`src/rtl/matmul_pkg.sv`:
```
// matmul_pkg: shared definitions for the matmul operand feeder.
//   state_t       - feeder FSM state encoding (IDLE, FETCH, DRAIN, DONE)
//   drain_cycles  - cycles spent in DRAIN for a given grid dimension
//   lanes         - number of operand lanes held by one memory word
package matmul_pkg;

  typedef enum logic [1:0] {
    ST_IDLE  = 2'd0,
    ST_FETCH = 2'd1,
    ST_DRAIN = 2'd2,
    ST_DONE  = 2'd3
  } state_t;

  // Covers the skew of the last lane plus the trip across the grid to the
  // far-corner PE and its final accumulate.
  function automatic int drain_cycles(input int dimension);
    return 2 * dimension + 2;
  endfunction

  function automatic int lanes(input int bus_width, input int data_width);
    return bus_width / data_width;
  endfunction

endpackage

```
`src/rtl/matmul_operand_feeder_skew_delay_line.sv`:
```
// skew_delay_line: DEPTH-stage shift register with synchronous reset.
// DEPTH = 0 is a plain wire.
//   i_clk, i_reset : clock, synchronous active-high reset
//   i_data         : data in
//   o_data         : data delayed by DEPTH cycles
module skew_delay_line #(
  parameter int DEPTH      = 1,
  parameter int DATA_WIDTH = 8
) (
  input  logic                  i_clk,
  input  logic                  i_reset,
  input  logic [DATA_WIDTH-1:0] i_data,
  output logic [DATA_WIDTH-1:0] o_data
);

  if (DEPTH == 0) begin : g_pass
    logic w_unused_ctl;
    assign w_unused_ctl = i_clk ^ i_reset;
    assign o_data = i_data;
  end else begin : g_shift
    logic [DATA_WIDTH-1:0] r_sr [DEPTH];

    always_ff @(posedge i_clk) begin
      if (i_reset) begin
        for (int d = 0; d < DEPTH; d++) r_sr[d] <= '0;
      end else begin
        r_sr[0] <= i_data;
        for (int d = 1; d < DEPTH; d++) r_sr[d] <= r_sr[d-1];
      end
    end

    assign o_data = r_sr[DEPTH-1];
  end

endmodule

```
`src/rtl/matmul_operand_feeder.sv`:
```
// matmul_operand_feeder: fetches operand columns of A / rows of B, one k per
// cycle, and drives them diagonally skewed into row 0 / column 0 of the PE
// grid. Pulses o_calc_done once the far-corner PE holds its final result.
//   i_clk, i_reset          : clock, synchronous active-high reset
//   i_start                 : begin a multiply (only seen in IDLE)
//   i_n_dim, i_k_dim        : active matrix size, inner dimension (0 legal)
//   o_mem_rd_en, o_mem_addr : operand memory read, 1-cycle latency
//   i_a_mem_rdata           : column k of A (lane i = A[i][k])
//   i_b_mem_rdata           : row k of B (lane j = B[k][j])
//   o_a_out, o_b_out        : skewed operand lanes into the grid
//   o_busy                  : high in FETCH and DRAIN
//   o_calc_done             : one-cycle completion pulse
//   o_dbg_state             : current FSM state
//
// Handshake: there is no backpressure. A read issued with o_mem_rd_en in
// cycle t returns data in cycle t+1; lane i of that data reaches o_a_out /
// o_b_out in cycle t+2+i, and every slot without fetched data carries 0.
module matmul_operand_feeder
  import matmul_pkg::*;
#(
  parameter int DATA_WIDTH = 8,
  parameter int BUS_WIDTH  = 64,
  parameter int DIMENSION  = 4,
  parameter int ADDR_WIDTH = 5
) (
  input  logic                            i_clk,
  input  logic                            i_reset,
  input  logic                            i_start,
  input  logic [$clog2(DIMENSION):0]      i_n_dim,
  input  logic [ADDR_WIDTH-1:0]           i_k_dim,
  output logic                            o_mem_rd_en,
  output logic [ADDR_WIDTH-1:0]           o_mem_addr,
  input  logic [BUS_WIDTH-1:0]            i_a_mem_rdata,
  input  logic [BUS_WIDTH-1:0]            i_b_mem_rdata,
  output logic [DIMENSION*DATA_WIDTH-1:0] o_a_out,
  output logic [DIMENSION*DATA_WIDTH-1:0] o_b_out,
  output logic                            o_busy,
  output logic                            o_calc_done,
  output state_t                          o_dbg_state
);

  localparam int NW           = $clog2(DIMENSION) + 1;
  localparam int DRAIN_CYCLES = drain_cycles(DIMENSION);
  localparam int CW           = $clog2(DRAIN_CYCLES);
  localparam int LANES        = lanes(BUS_WIDTH, DATA_WIDTH);

  state_t                r_state, w_next;
  logic [ADDR_WIDTH-1:0] r_k;
  logic [ADDR_WIDTH-1:0] r_kdim;
  logic [NW-1:0]         r_n_dim;
  logic [CW-1:0]         r_cnt;
  logic                  r_rd_valid;

  always_ff @(posedge i_clk) begin
    if (i_reset) begin
      r_state    <= ST_IDLE;
      r_k        <= '0;
      r_kdim     <= '0;
      r_n_dim    <= '0;
      r_cnt      <= '0;
      r_rd_valid <= 1'b0;
    end else begin
      r_state    <= w_next;
      r_rd_valid <= o_mem_rd_en;
      case (r_state)
        ST_IDLE: begin
          r_k   <= '0;
          r_cnt <= '0;
          if (i_start) begin
            r_n_dim <= i_n_dim;
            r_kdim  <= i_k_dim;
          end
        end
        ST_FETCH: r_k   <= r_k + ADDR_WIDTH'(1);
        ST_DRAIN: r_cnt <= r_cnt + CW'(1);
        default:  ;
      endcase
    end
  end

  always_comb begin
    w_next      = r_state;
    o_mem_rd_en = 1'b0;
    o_mem_addr  = '0;
    o_busy      = 1'b0;
    o_calc_done = 1'b0;
    case (r_state)
      ST_IDLE: begin
        if (i_start) w_next = (i_k_dim != '0) ? ST_FETCH : ST_DONE;
      end
      ST_FETCH: begin
        o_mem_rd_en = 1'b1;
        o_mem_addr  = r_k;
        o_busy      = 1'b1;
        if (r_k == r_kdim - ADDR_WIDTH'(1)) w_next = ST_DRAIN;
      end
      ST_DRAIN: begin
        o_busy = 1'b1;
        if (r_cnt == CW'(DRAIN_CYCLES - 1)) w_next = ST_DONE;
      end
      ST_DONE: begin
        o_calc_done = 1'b1;
        w_next      = ST_IDLE;
      end
      default: w_next = ST_IDLE;
    endcase
  end

  assign o_dbg_state = r_state;

  // Memory lanes beyond the grid size carry nothing for this feeder.
  if (DIMENSION < LANES) begin : g_unused_lanes
    logic w_unused_lanes;
    assign w_unused_lanes = ^{i_a_mem_rdata[BUS_WIDTH-1:DIMENSION*DATA_WIDTH],
                              i_b_mem_rdata[BUS_WIDTH-1:DIMENSION*DATA_WIDTH]};
  end

  for (genvar i = 0; i < DIMENSION; i++) begin : g_lane
    localparam logic [NW-1:0] LANE_IDX = NW'(i);

    logic                  w_lane_en;
    logic [DATA_WIDTH-1:0] w_a_in, w_b_in, w_a_skew, w_b_skew;
    logic [DATA_WIDTH-1:0] r_a_out, r_b_out;

    assign w_lane_en = (LANE_IDX < r_n_dim);

    // Zero-fill: anything but freshly returned read data enters as 0, so
    // the PEs may keep accumulating outside the valid window harmlessly.
    assign w_a_in = (r_rd_valid && w_lane_en) ?
                    i_a_mem_rdata[i*DATA_WIDTH +: DATA_WIDTH] : '0;
    assign w_b_in = (r_rd_valid && w_lane_en) ?
                    i_b_mem_rdata[i*DATA_WIDTH +: DATA_WIDTH] : '0;

    skew_delay_line #(.DEPTH(i), .DATA_WIDTH(DATA_WIDTH)) u_a_skew (
      .i_clk   (i_clk),
      .i_reset (i_reset),
      .i_data  (w_a_in),
      .o_data  (w_a_skew)
    );

    skew_delay_line #(.DEPTH(i), .DATA_WIDTH(DATA_WIDTH)) u_b_skew (
      .i_clk   (i_clk),
      .i_reset (i_reset),
      .i_data  (w_b_in),
      .o_data  (w_b_skew)
    );

    always_ff @(posedge i_clk) begin
      if (i_reset) begin
        r_a_out <= '0;
        r_b_out <= '0;
      end else begin
        r_a_out <= w_a_skew;
        r_b_out <= w_b_skew;
      end
    end

    // Output mask also hides values still in flight when a new, smaller
    // n_dim is latched.
    assign o_a_out[i*DATA_WIDTH +: DATA_WIDTH] = w_lane_en ? r_a_out : '0;
    assign o_b_out[i*DATA_WIDTH +: DATA_WIDTH] = w_lane_en ? r_b_out : '0;
  end

endmodule
```
`config.mk`:
```
export PLATFORM = sky130hd
export DESIGN_NAME = matmul_operand_feeder
export DESIGN_NICKNAME = d
export VERILOG_FILES = /design/src/rtl/matmul_pkg.sv /design/src/rtl/matmul_operand_feeder_skew_delay_line.sv /design/src/rtl/matmul_operand_feeder.sv
export SDC_FILE = /design/constraint.sdc
export NUM_CORES = 1
export LEC_CHECK = 0
export ABC_AREA = 1
export ABC_CLOCK_PERIOD_IN_PS = 3690
export CAP_MARGIN = 15
export CORE_MARGIN = 4
export CORE_UTILIZATION = 30
export CTS_CLUSTER_DIAMETER = 200
export DETAILED_ROUTE_END_ITERATION = 8
export PLACE_DENSITY = 0.53
export SETUP_SLACK_MARGIN = 0.5
export SKIP_CTS_REPAIR_TIMING = 1
export SLEW_MARGIN = 0
export SYNTH_ARGS = -nofsm -noshare
export SYNTH_HDL_FRONTEND = slang
export SYNTH_SLANG_ARGS = --single-unit
```
`constraint.sdc`:
```
create_clock -name i_clk -period 3.69 [get_ports i_clk]
set_input_delay 0.738 -clock i_clk [delete_from_list [all_inputs] [get_ports i_clk]]
set_output_delay 0.738 -clock i_clk [all_outputs]
set_load 0.02 [all_outputs]
```
==> impl_metrics.toml <==
[clock_tree]
htree_levels = 4
insertion_delay_ns = 0.43
clock_sinks = 180
path_clk_slew_ns = 0.07
clk_path_buf_depth = 2
cts_buffers = 17
cts_tree = "built"
clockRootBuffer = "clkbuf_16"

[sta]
holdWs_ns = 0.398
max_freq_mhz = 337
fin_crit_sh_pct = 80.3
rsz0062_at_grt = "no"
hold_violations = 0
timing.final.crit_period_ns = 2.96
setup_tns_ns = 0
tightest_slew_ns = 0.748
skew_ns = 0.0111
slew_headroom_pct = 50.1
setup_viol = 0
maxSlewViolCount = 0

[setup_path]
arrival_ns = 2.23
cp_top_family = "simple AND/OR/NAND/NOR gates"
start_kind = "flip-flop"
cp-end-kind = "output pin"
required_ns = 2.95
critPathBufInv = 2
slowest_delay_ns = 0.58
crit_slowest_cell = "clkdlybuf4s50_1"
path_cells = "nand2_1 -> inv_2 -> nor2_2 -> nor2_1 -> clkdlybuf4s50_1"
crit_type = "flip-flop to output pin"
cp_max_fo = 16

[pwr]
ir_drop_mv = 0.298
p_int_mw = 3.34
switching_share_pct = 27.9
seqPwrFrac_pct = 44.8
p_comb_share_pct = 15.3
p_leak_nw = 3.66
pwr-share-clk_pct = 39.9
power_switching_mw = 1.29
power_density_nw_per_um2 = 544

[floorplan]
die_height_um = 151
row_count = 52
design.core.area_um2 = 20200
dieArea_um2 = 22900
initial_core_util_pct = 30.5
dieWidth_um = 151
ios = 213

[final_layout]
fin_cells = 1233
drive_above_1_share_pct = 4.99
final_core_util_pct = 42.0
fillers = 2086
final_nets = 1096
postLayoutCellArea_um2 = 8510
syn_to_final_growth_pct = 37.8
regArea_um2 = 3600
multi_input_area_um2 = 1500

[synthesis]
avgSynthCellArea_um2 = 7.70
synth-seq-cells = 180
synth.distinct_cells = 29
yosysSeqAreaShare_pct = 58.4
syn_nets = 949
synth_cells = 802
ys_warn_count = 0
synth_area_um2 = 6170

[drt]
routedWlPerCell_um = 9.93
drc = 0
vias = 4498
avgViaCountPerCell = 3.65
first_pass_iters = 4
antenna_left = 0
totalWireLength_um = 12200
dr.first_iter.drc_count = 139

[placement]
detailed_place_hpwl_um = 8490
place_congestion = 0.787
port_buffers = 148
placed_cell_area_um2 = 7890
dp_cells = 1198

[grt]
grt_start_max_net_pins = 61
gr-usage-all-layers_pct = 11.0
overflow = 0
first_global_vias = 4090
antenna_found_initial = 0
grt_pass1_wl_um = 19600

[status]
status = "complete, no violations"

[job]
cap_viol_max_count = 0

[worst_hold_path]
min_path_type = "flip-flop to flip-flop"
[worst register-to-register path, cell delays in order (launching register included)]
cell     delay [ns]
dfxtp_1        0.40
inv_1          0.08
ha_1           0.33
nor2_1         0.34
inv_1          0.11
o22ai_1        0.16
a31oi_1        0.06
nor2_1         0.09
[layer usage]
metal / share of wire [%] / track usage (%)
met1: 48 / 14.0
met2: 43 / 17.1
met3: 7.8 / 4.04
met4: 1.3 / 4.22
met5: 0 / 0
[power by group through the flow]
| stage | clock (mW) | sequential, mW | combinational, mW |
|---|---|---|---|
| 2_1_floorplan | 0 | 2.11 | 0.455 |
| 3_5_place_dp | 0 | 2.12 | 0.704 |
| 5_1_grt | 2.01 | 2.08 | 0.803 |
| 3_3_place_gp | 0 | 2.12 | 0.698 |
| 6_report | 1.85 | 2.07 | 0.706 |
| 4_1_cts | 1.91 | 2.07 | 0.708 |
[metrics by stage]
step | power, mW | worst slack, ns
floorplan | 2.57 | 1.67
global placement | 2.81 | 0.964
detailed placement | 2.82 | 0.939
CTS | 4.69 | 0.474
global route | 4.89 | 0.514
finish | 4.63 | 0.726
[worst paths after layout]
check	startpoint	endpoint	slack [ns]	cells after the start
worst max-delay path	r_n_dim[0]	o_a_out[20]	0.73	5
worst min register to register	g_lane[1].u_a_skew.g_shift.r_sr[0][7]	g_lane[1].r_a_out[7]	0.40	2
worst max register to register	o_dbg_state[1]	r_k[3]	2.05	7
worst min-delay path	g_lane[1].u_a_skew.g_shift.r_sr[0][7]	g_lane[1].r_a_out[7]	0.40	2
[cells by family (layout without fill, tap and decap cells)]
logic type,after synthesis,after routing,synth area share [%]
compound gates,33,33,3.26
other cells,0,1,0
fa+ha+maj,8,8,1.62
flops,180,180,58.4
buf+inv,278,438,17.4
simple gates,301,301,19.1
xor+xnor,2,2,0.284
[synthesized netlist by cell type]
cell type    n  area [um^2]
clkbuf_2     1         5.00
inv_1      252          946
o21ai_2      1         8.76
buf_2       18         90.1
dfxtp_1    180         3600
clkbuf_1     4         15.0
o22ai_1      1         6.26
inv_2        2         7.51
a31oi_1      1         6.26
nor2_4       3         33.8
nor3_1       2         10.0
o21ai_4      1         16.3
nand3_1     11         55.1
a221oi_1     1         8.76
nor2_1     230          863
o211ai_1     1         7.51
nand2_1     51          191
xnor2_1      1         8.76
buf_4        1         7.51
ha_1         8          100
xor2_1       1         8.76
nand2_2      2         12.5
nor2_2       1         6.26
a21oi_1     13         65.1
o41ai_1      1         8.76
o21ai_0     11         55.1
a32oi_1      1         8.76
a32o_1       1         10.0
or2_2        1         6.26
[layout make-up]
class,count,area share (%)
Antenna cell,1,0.0294
Clock inverter,14,1.94
Clock buffer,18,5.16
Inverter,254,11.2
Multi-Input combinational cell,344,17.6
Tap cell,270,3.97
Sequential cell,180,42.4
Timing Repair Buffer,152,17.7
[sequential cells by signal, summed over array words and instances, names as in the netlist]
| name | count |
|---|---|
| g_lane.u_a_skew.g_shift.r_sr | 48 |
| g_lane.u_b_skew.g_shift.r_sr | 48 |
| g_lane.r_a_out | 32 |
| g_lane.r_b_out | 32 |
| r_k | 5 |
| r_kdim | 5 |
| r_cnt | 4 |
| r_n_dim | 3 |
| o_dbg_state | 2 |
| r_rd_valid | 1 |
[cell usage in the layout (no fill, tap or decap)]
master	count
or2_2	1
nor2_2	1
nor3_1	2
clkbuf_8	1
xnor2_1	1
nand2_1	51
o21ai_2	1
inv_2	2
a32oi_1	1
inv_6	4
o21ai_4	1
buf_4	5
ha_1	8
inv_8	4
a31oi_1	1
nand3_1	11
o21ai_0	11
o211ai_1	1
clkbuf_16	17
a221oi_1	1
nand2_2	2
clkinv_2	2
dfxtp_1	180
inv_1	252
bufinv_16	2
nor2_4	3
xor2_1	1
clkinvlp_4	2
nor2_1	230
diode_2	1
a21oi_1	13
o22ai_1	1
clkdlybuf4s50_1	147
a32o_1	1
o41ai_1	1
Power figures use the tool's default switching activity.
